File: src/rtl/imem_dmem_arb_pkg.sv
// Shared types for the instruction/data memory arbiter.
// Used by imem_dmem_arbiter and arb_pick2.
package imem_dmem_arb_pkg;

  // Transaction FSM states.
  typedef enum logic [1:0] {
    IDLE = 2'd0,
    REQ  = 2'd1,
    RESP = 2'd2
  } arb_state_e;

  // Owner of the transaction currently in flight.
  typedef enum logic {
    OWN_I = 1'b0,
    OWN_D = 1'b1
  } owner_e;

  // Bit positions inside the one-hot grant vector.
  localparam int GNT_I = 0;
  localparam int GNT_D = 1;

endpackage

File: src/rtl/imem_dmem_arbiter_pick2.sv
// arb_pick2: two-way tie-break for the fetch and load/store requesters.
// If ARB_ROUND_ROBIN_EN is defined, a tie goes to the requester that did not
// win last time, and last_grant is updated on every accepted request.
// Otherwise data always beats fetch, and no state is kept.
module arb_pick2
  import imem_dmem_arb_pkg::*;
(
`ifdef ARB_ROUND_ROBIN_EN
  input  logic       clk,
  input  logic       reset_n,
  input  logic       update,
`endif
  input  logic       valid_i,
  input  logic       valid_d,
  output logic [1:0] grant
);

`ifdef ARB_ROUND_ROBIN_EN
  owner_e last_grant;

  // Pick the winner. A tie goes to the requester that did not win last time.
  // NOTE: every always_comb output gets a default first, so no path can infer a latch.
  always_comb begin
    grant = '0;
    if (valid_i && valid_d) begin
      if (last_grant == OWN_D) grant[GNT_I] = 1'b1;
      else                     grant[GNT_D] = 1'b1;
    end else if (valid_i) begin
      grant[GNT_I] = 1'b1;
    end else if (valid_d) begin
      grant[GNT_D] = 1'b1;
    end
  end

  // Remember who won the last accepted request. Reset to DATA so the first tie goes to fetch.
  // NOTE: sequential state uses non-blocking assignments only.
  always_ff @(posedge clk or negedge reset_n) begin
    if (!reset_n)    last_grant <= OWN_D;
    else if (update) last_grant <= grant[GNT_D] ? OWN_D : OWN_I;
  end
`else
  // Fixed priority: data wins any tie.
  always_comb begin
    grant = '0;
    if (valid_d)      grant[GNT_D] = 1'b1;
    else if (valid_i) grant[GNT_I] = 1'b1;
  end
`endif

endmodule

File: src/rtl/imem_dmem_arbiter.sv
// imem_dmem_arbiter: shares one memory request/response port between the
// instruction fetch and the load/store requesters. Only one transaction is
// in flight at a time (IDLE -> REQ -> RESP). The ARB_ROUND_ROBIN_EN define
// selects round-robin tie-breaking; without it, data has fixed priority.
module imem_dmem_arbiter
  import imem_dmem_arb_pkg::*;
#(
  parameter int ADDR_W = 32,
  parameter int DATA_W = 32
) (
  input  logic                clk,
  input  logic                reset_n,
  // fetch requester
  input  logic                i_req_valid,
  output logic                i_req_ready,
  input  logic [ADDR_W-1:0]   i_req_addr,
  output logic                i_resp_valid,
  input  logic                i_resp_ready,
  output logic [DATA_W-1:0]   i_resp_data,
  // load/store requester
  input  logic                d_req_valid,
  output logic                d_req_ready,
  input  logic [ADDR_W-1:0]   d_req_addr,
  input  logic                d_req_we,
  input  logic [DATA_W-1:0]   d_req_wdata,
  input  logic [DATA_W/8-1:0] d_req_wstrb,
  output logic                d_resp_valid,
  input  logic                d_resp_ready,
  output logic [DATA_W-1:0]   d_resp_data,
  // memory port
  output logic                m_req_valid,
  input  logic                m_req_ready,
  output logic [ADDR_W-1:0]   m_req_addr,
  output logic                m_req_we,
  output logic [DATA_W-1:0]   m_req_wdata,
  output logic [DATA_W/8-1:0] m_req_wstrb,
  input  logic                m_resp_valid,
  output logic                m_resp_ready,
  input  logic [DATA_W-1:0]   m_resp_data,
  output logic                busy
);

  arb_state_e state;
  owner_e     owner;
  logic [1:0] grant;
  logic       in_idle;
  logic       i_fire;
  logic       d_fire;
  logic       resp_fire;

  assign in_idle = (state == IDLE);

  arb_pick2 u_pick (
`ifdef ARB_ROUND_ROBIN_EN
    .clk     (clk),
    .reset_n (reset_n),
    .update  (i_fire | d_fire),
`endif
    .valid_i (i_req_valid),
    .valid_d (d_req_valid),
    .grant   (grant)
  );

  // Ready goes only to the winner, only in IDLE, in the same cycle as its valid.
  assign i_req_ready = in_idle & grant[GNT_I];
  assign d_req_ready = in_idle & grant[GNT_D];
  assign i_fire      = i_req_valid & i_req_ready;
  assign d_fire      = d_req_valid & d_req_ready;

  // The response path goes straight from memory to the owner. The non-owner never sees valid.
  assign m_resp_ready = (state == RESP) &
                        ((owner == OWN_I) ? i_resp_ready : d_resp_ready);
  assign i_resp_valid = (state == RESP) & (owner == OWN_I) & m_resp_valid;
  assign d_resp_valid = (state == RESP) & (owner == OWN_D) & m_resp_valid;
  assign i_resp_data  = m_resp_data;
  assign d_resp_data  = m_resp_data;
  assign resp_fire    = m_resp_valid & m_resp_ready;

  // Transaction FSM: capture the winner, hold it to memory, wait for the response.
  always_ff @(posedge clk or negedge reset_n) begin
    if (!reset_n) begin
      state       <= IDLE;
      owner       <= OWN_I;
      m_req_valid <= 1'b0;
      busy        <= 1'b0;
      m_req_addr  <= '0;
      m_req_we    <= 1'b0;
      m_req_wdata <= '0;
      m_req_wstrb <= '0;
    end else begin
      case (state)
        IDLE: begin
          if (d_fire) begin
            owner       <= OWN_D;
            m_req_addr  <= d_req_addr;
            m_req_we    <= d_req_we;
            m_req_wdata <= d_req_wdata;
            m_req_wstrb <= d_req_wstrb;
            m_req_valid <= 1'b1;
            busy        <= 1'b1;
            state       <= REQ;
          end else if (i_fire) begin
            owner       <= OWN_I;
            m_req_addr  <= i_req_addr;
            m_req_we    <= 1'b0;
            m_req_wdata <= '0;
            m_req_wstrb <= '0;
            m_req_valid <= 1'b1;
            busy        <= 1'b1;
            state       <= REQ;
          end
        end
        REQ: begin
          if (m_req_ready) begin
            m_req_valid <= 1'b0;
            state       <= RESP;
          end
        end
        RESP: begin
          if (resp_fire) begin
            busy  <= 1'b0;
            state <= IDLE;
          end
        end
        default: begin
          m_req_valid <= 1'b0;
          busy        <= 1'b0;
          state       <= IDLE;
        end
      endcase
    end
  end

endmodule

File: config.mk
export PLATFORM = sky130hd
export DESIGN_NAME = imem_dmem_arbiter
export DESIGN_NICKNAME = d
export VERILOG_FILES = /design/src/rtl/imem_dmem_arb_pkg.sv /design/src/rtl/imem_dmem_arbiter_pick2.sv /design/src/rtl/imem_dmem_arbiter.sv
export SDC_FILE = /design/constraint.sdc
export NUM_CORES = 1
export LEC_CHECK = 0
export BUFFER_PORTS_ARGS = -buffer_cell sky130_fd_sc_hd__buf_4
export CORE_AREA = 2 2 110 112
export CTS_CLUSTER_DIAMETER = 120
export CTS_CLUSTER_SIZE = 8
export DETAILED_ROUTE_END_ITERATION = 6
export DIE_AREA = 0 0 112 114
export PLACE_DENSITY = 0.66
export SLEW_MARGIN = 20
export SYNTH_ARGS = -nofsm -noshare
export SYNTH_HDL_FRONTEND = slang
export SYNTH_SLANG_ARGS = --single-unit
File: constraint.sdc
create_clock -name clk -period 3.3 [get_ports clk]
set_clock_uncertainty 0.05 [all_clocks]
set_input_delay 0.33 -clock clk [delete_from_list [all_inputs] [get_ports clk]]
set_output_delay 0.33 -clock clk [all_outputs]
set_load 0.02 [all_outputs]
==> results_tabular.tex <==
\begin{tabular}{lr}
\hline
Metric & Value \\
\hline
\multicolumn{2}{l}{\textbf{Placement}} \\
\quad Placed instance count & between 500 and 600 \\
\quad Routability-driven placement congestion ratio & about 0.7 \\
\quad Count of port buffers added during placement & $\sim$180 \\
\quad Worst-case setup slack after placement & about 1300 ps \\
\quad Detail Placement HPWL & between 6000 and 7000 microns \\
\quad Cell area after placement & between 0.004 and 0.005 sq mm \\
\multicolumn{2}{l}{\textbf{Setup path}} \\
\quad Maximum fanout along the worst path & 39 \\
\quad Type of the worst setup path & flop to primary output \\
\quad Data required time at the worst endpoint & a little under 3000 ps \\
\quad Data arrival time of the critical path & 1630 ps \\
\quad Startpoint types & flop \\
\quad Setup crit end kind & primary output \\
\multicolumn{2}{l}{\textbf{Cells and area}} \\
\quad Post-route cell area & roughly 0.0050 sq mm \\
\quad Final antenna diode count & 0 \\
\quad Final cell count without fillers & approximately 550 \\
\quad Fillers & $\sim$1100 \\
\quad Area growth, synth to finish & 36.8\% \\
\quad Area taken by multi-input logic gates & around 0.0012 sq mm \\
\quad Flip-flop and latch area & 0.00185 sq mm \\
\quad Utilization after layout & between 40\% and 50\% \\
\quad Ratio of cells with drive above 1 in the final layout & 67.3\% \\
\quad Layout net count & between 500 and 600 \\
\multicolumn{2}{l}{\textbf{Floorplanning}} \\
\quad Initial standard-cell utilization of the core & between 30\% and 40\% \\
\quad Number of top-level pins & between 200 and 300 \\
\quad X dimension of the die & between 100 and 150 microns \\
\quad Core Area & roughly 0.012 sq mm \\
\quad Vert. Die Dim & between 100 and 150 microns \\
\quad FP Rows & 40 \\
\quad Area of the die & between 0.01 and 0.015 sq mm \\
\multicolumn{2}{l}{\textbf{Timing}} \\
\quad Slew headroom & around two fifths \\
\quad Worst hold slack after final layout & approximately 91 ps \\
\quad TNS Setup & 0 ps \\
\quad Highest clock frequency the design can meet & between 0.4 and 0.5 GHz \\
\quad Worst Max-Slew Pin Slew & 908 ps \\
\quad Ratio of final minimum period to clock period & about three fifths \\
\quad Number of setup violations in the final report & 0 \\
\quad Final min period & just over 2000 ps \\
\quad Max-slew violations & 0 \\
\quad Fin. Hold Viols & 0 \\
\quad RSZ-0062 raised after global routing & false \\
\quad Final Worst Setup Slack & approximately 1300 ps \\
\multicolumn{2}{l}{\textbf{Logic synthesis}} \\
\quad Gate count after technology mapping & around 280 \\
\quad Count of state elements after synthesis & 74 \\
\quad Post-synthesis sequential area ratio & between 50 and 60\% \\
\quad Cell area after synthesis & 0.00363 sq mm \\
\quad Mean cell area of the mapped netlist & approximately 13 sq um \\
\quad Number of warnings reported in the yosys synthesis log & 0 \\
\quad Net count after synthesis & roughly 420 \\
\quad Number of distinct library cells after synthesis & 21 \\
\multicolumn{2}{l}{\textbf{Clock network}} \\
\quad Post-CTS Setup Repair Bufs & 0 \\
\quad Maximum clock insertion buffer count & 2 \\
\quad TritonCTS sink count & between 70 and 80 \\
\quad Clock root buffer & sky130\_fd\_sc\_hd\_\_clkbuf\_16 \\
\quad Maximum level of the CTS H-tree & 3 \\
\quad Clock tree from TritonCTS & yes \\
\quad Post-CTS Hold Buffers & 0 \\
\quad Post-CTS resize count & 0 \\
\quad Total clock buffers created by CTS & 9 \\
\quad Worst-Skew Late Latency & approximately 330 ps \\
\quad Clock-pin transition on the worst setup and hold timing paths & 70 ps \\
\multicolumn{2}{l}{\textbf{Worst hold path}} \\
\quad Type of the worst min-delay path & input pin to asynchronous set/reset pin \\
\multicolumn{2}{l}{\textbf{Routing}} \\
\quad Vias per cell & roughly 4.6 \\
\quad Number of iterations in the first detailed-routing pass & 4 \\
\quad Remaining design rule violation count & 0 \\
\quad Overall via count from detail\_route & about 2500 \\
\quad Iteration-0 DRC Markers & 60 \\
\quad Remaining number of nets flagged by the antenna check after routing & 0 \\
\quad Detailed-routed wire length on met2 & 4410 microns \\
\quad Highest Signal Layer & met4 \\
\quad DRT met1 WL & between 3000 and 4000 microns \\
\quad Final WL & between 8000 and 9000 microns \\
\quad Final routed wire length divided by cell count & 15.9 microns \\
\quad DR WL met3 & 736 microns \\
\multicolumn{2}{l}{\textbf{Power}} \\
\quad Cell leakage power & around 2.5 nW \\
\quad Total power of the final layout & roughly 4.8 mW \\
\quad Max rail drop VDD & about 0.44 mV \\
\quad Power density of the placed cells & around 970 mW/mm\^{}2 \\
\multicolumn{2}{l}{\textbf{Global route}} \\
\quad Largest net degree at the start of global routing & 75 \\
\quad Vias in the first global route & approximately 2700 \\
\quad First-pass GRT wire length & between 10000 and 15000 microns \\
\quad Tot GR Track Use & 13.5\% \\
\quad Leftover overflow at the end of global routing & 0 \\
\quad Antenna violations before repair & 0 \\
\multicolumn{2}{l}{\textbf{Run status}} \\
\quad Outcome & finished clean \\
\multicolumn{2}{l}{\textbf{Run}} \\
\quad Maximum Capacitance Violations & 0 \\
\hline
\end{tabular}
-- flip-flops by register name (all words and copies together), names as in the netlist --
signal	cells
m_req_valid	1
m_req_wdata	32
state	2
m_req_addr	32
owner	1
m_req_wstrb	4
m_req_we	1
busy	1
-- worst max-delay path, stage by stage, from the launching register on --
cell                      delay, ps
sky130_fd_sc_hd__dfrtp_1        450
sky130_fd_sc_hd__nor2_4         180
sky130_fd_sc_hd__and2_4         430
sky130_fd_sc_hd__buf_4          220
-- path summary, 6_finish.rpt --
path,from,to,slack [ps],cells past startpoint
worst max-delay path,state[0],d_req_ready,1290,3
worst min-delay path,reset_n,m_req_wdata[0],90,1
worst max register to register,state[0],m_req_wdata[21],1540,5
worst min register to register,m_req_valid,m_req_valid,450,2
max in group asynchronous,reset_n,m_req_addr[15],2520,1
min in group clk,d_req_wdata[0],m_req_wdata[0],170,2
-- Yosys cell counts, drive strengths merged --
cell    count  share of area, %
a21o        1              0.21
buf        79                16
and2        1              0.24
o311ai      1              0.24
nor2        4              0.62
inv         1              0.10
nor3b       1              0.21
nand2b      2              0.34
and4b       1              0.28
o21ai       3              0.72
nor2b       1              0.17
mux2       64                20
mux2i       1              0.28
nand2       5              0.52
nand3b      1              0.21
a22o       37               8.9
dfrtp      74                51
-- metal layers --
metal / vias up / GRT usage, %
met3: 28 / 4.73
li1: 1153 / -
met1: 1180 / 15.3
met5: - / 0
met4: 0 / 6.34
met2: 134 / 23.1
-- area by class of cell --
class                           count  share of cell area (%)
Clock buffer                       10                    4.81
Clock inverter                      6                    1.97
Inverter                            1                  0.0756
Multi-Input combinational cell    123                    24.0
Sequential cell                    74                    37.3
Tap cell                          147                    3.71
Timing Repair Buffer              186                    28.1
-- layout by cell type (no fill, tap or decap) --
master / Yosys / layout
sky130_fd_sc_hd__a21o_1: 1 / 1
sky130_fd_sc_hd__a22o_1: 37 / 37
sky130_fd_sc_hd__and2_4: 1 / 1
sky130_fd_sc_hd__and4b_1: 1 / 1
sky130_fd_sc_hd__buf_4: 67 / 186
sky130_fd_sc_hd__bufinv_16: 0 / 2
sky130_fd_sc_hd__clkbuf_16: 0 / 9
sky130_fd_sc_hd__clkbuf_8: 0 / 1
sky130_fd_sc_hd__clkinv_4: 0 / 2
sky130_fd_sc_hd__dfrtp_1: 74 / 74
sky130_fd_sc_hd__inv_1: 1 / 1
sky130_fd_sc_hd__inv_6: 0 / 1
sky130_fd_sc_hd__inv_8: 0 / 1
sky130_fd_sc_hd__mux2_2: 64 / 64
sky130_fd_sc_hd__mux2i_1: 1 / 1
sky130_fd_sc_hd__nand2_1: 5 / 5
sky130_fd_sc_hd__nand2b_1: 2 / 2
sky130_fd_sc_hd__nand3b_1: 1 / 1
sky130_fd_sc_hd__nor2_1: 3 / 3
sky130_fd_sc_hd__nor2_4: 1 / 1
sky130_fd_sc_hd__nor2b_1: 1 / 1
sky130_fd_sc_hd__nor3b_1: 1 / 1
sky130_fd_sc_hd__o21ai_0: 2 / 2
sky130_fd_sc_hd__o21ai_4: 1 / 1
sky130_fd_sc_hd__o311ai_0: 1 / 1
-- report_power, final --
group / total (mW) / internal (mW) / switching, mW
Sequential: 1.59 / 1.33 / 0.258
Combinational: 2.12 / 1.05 / 1.07
Clock: 1.09 / 0.693 / 0.393
Total: 4.79 / 3.07 / 1.72
-- cell families after synthesis --
group | after synthesis | synth area share, %
AO/OA/AOI/OAI | 42 | 10.1
AND/OR/NAND/NOR | 16 | 2.59
buffers and inverters | 80 | 16.1
multiplexers | 65 | 20.1
flip-flops | 74 | 51.0
No activity file was read; power rests on OpenSTA's default activity.
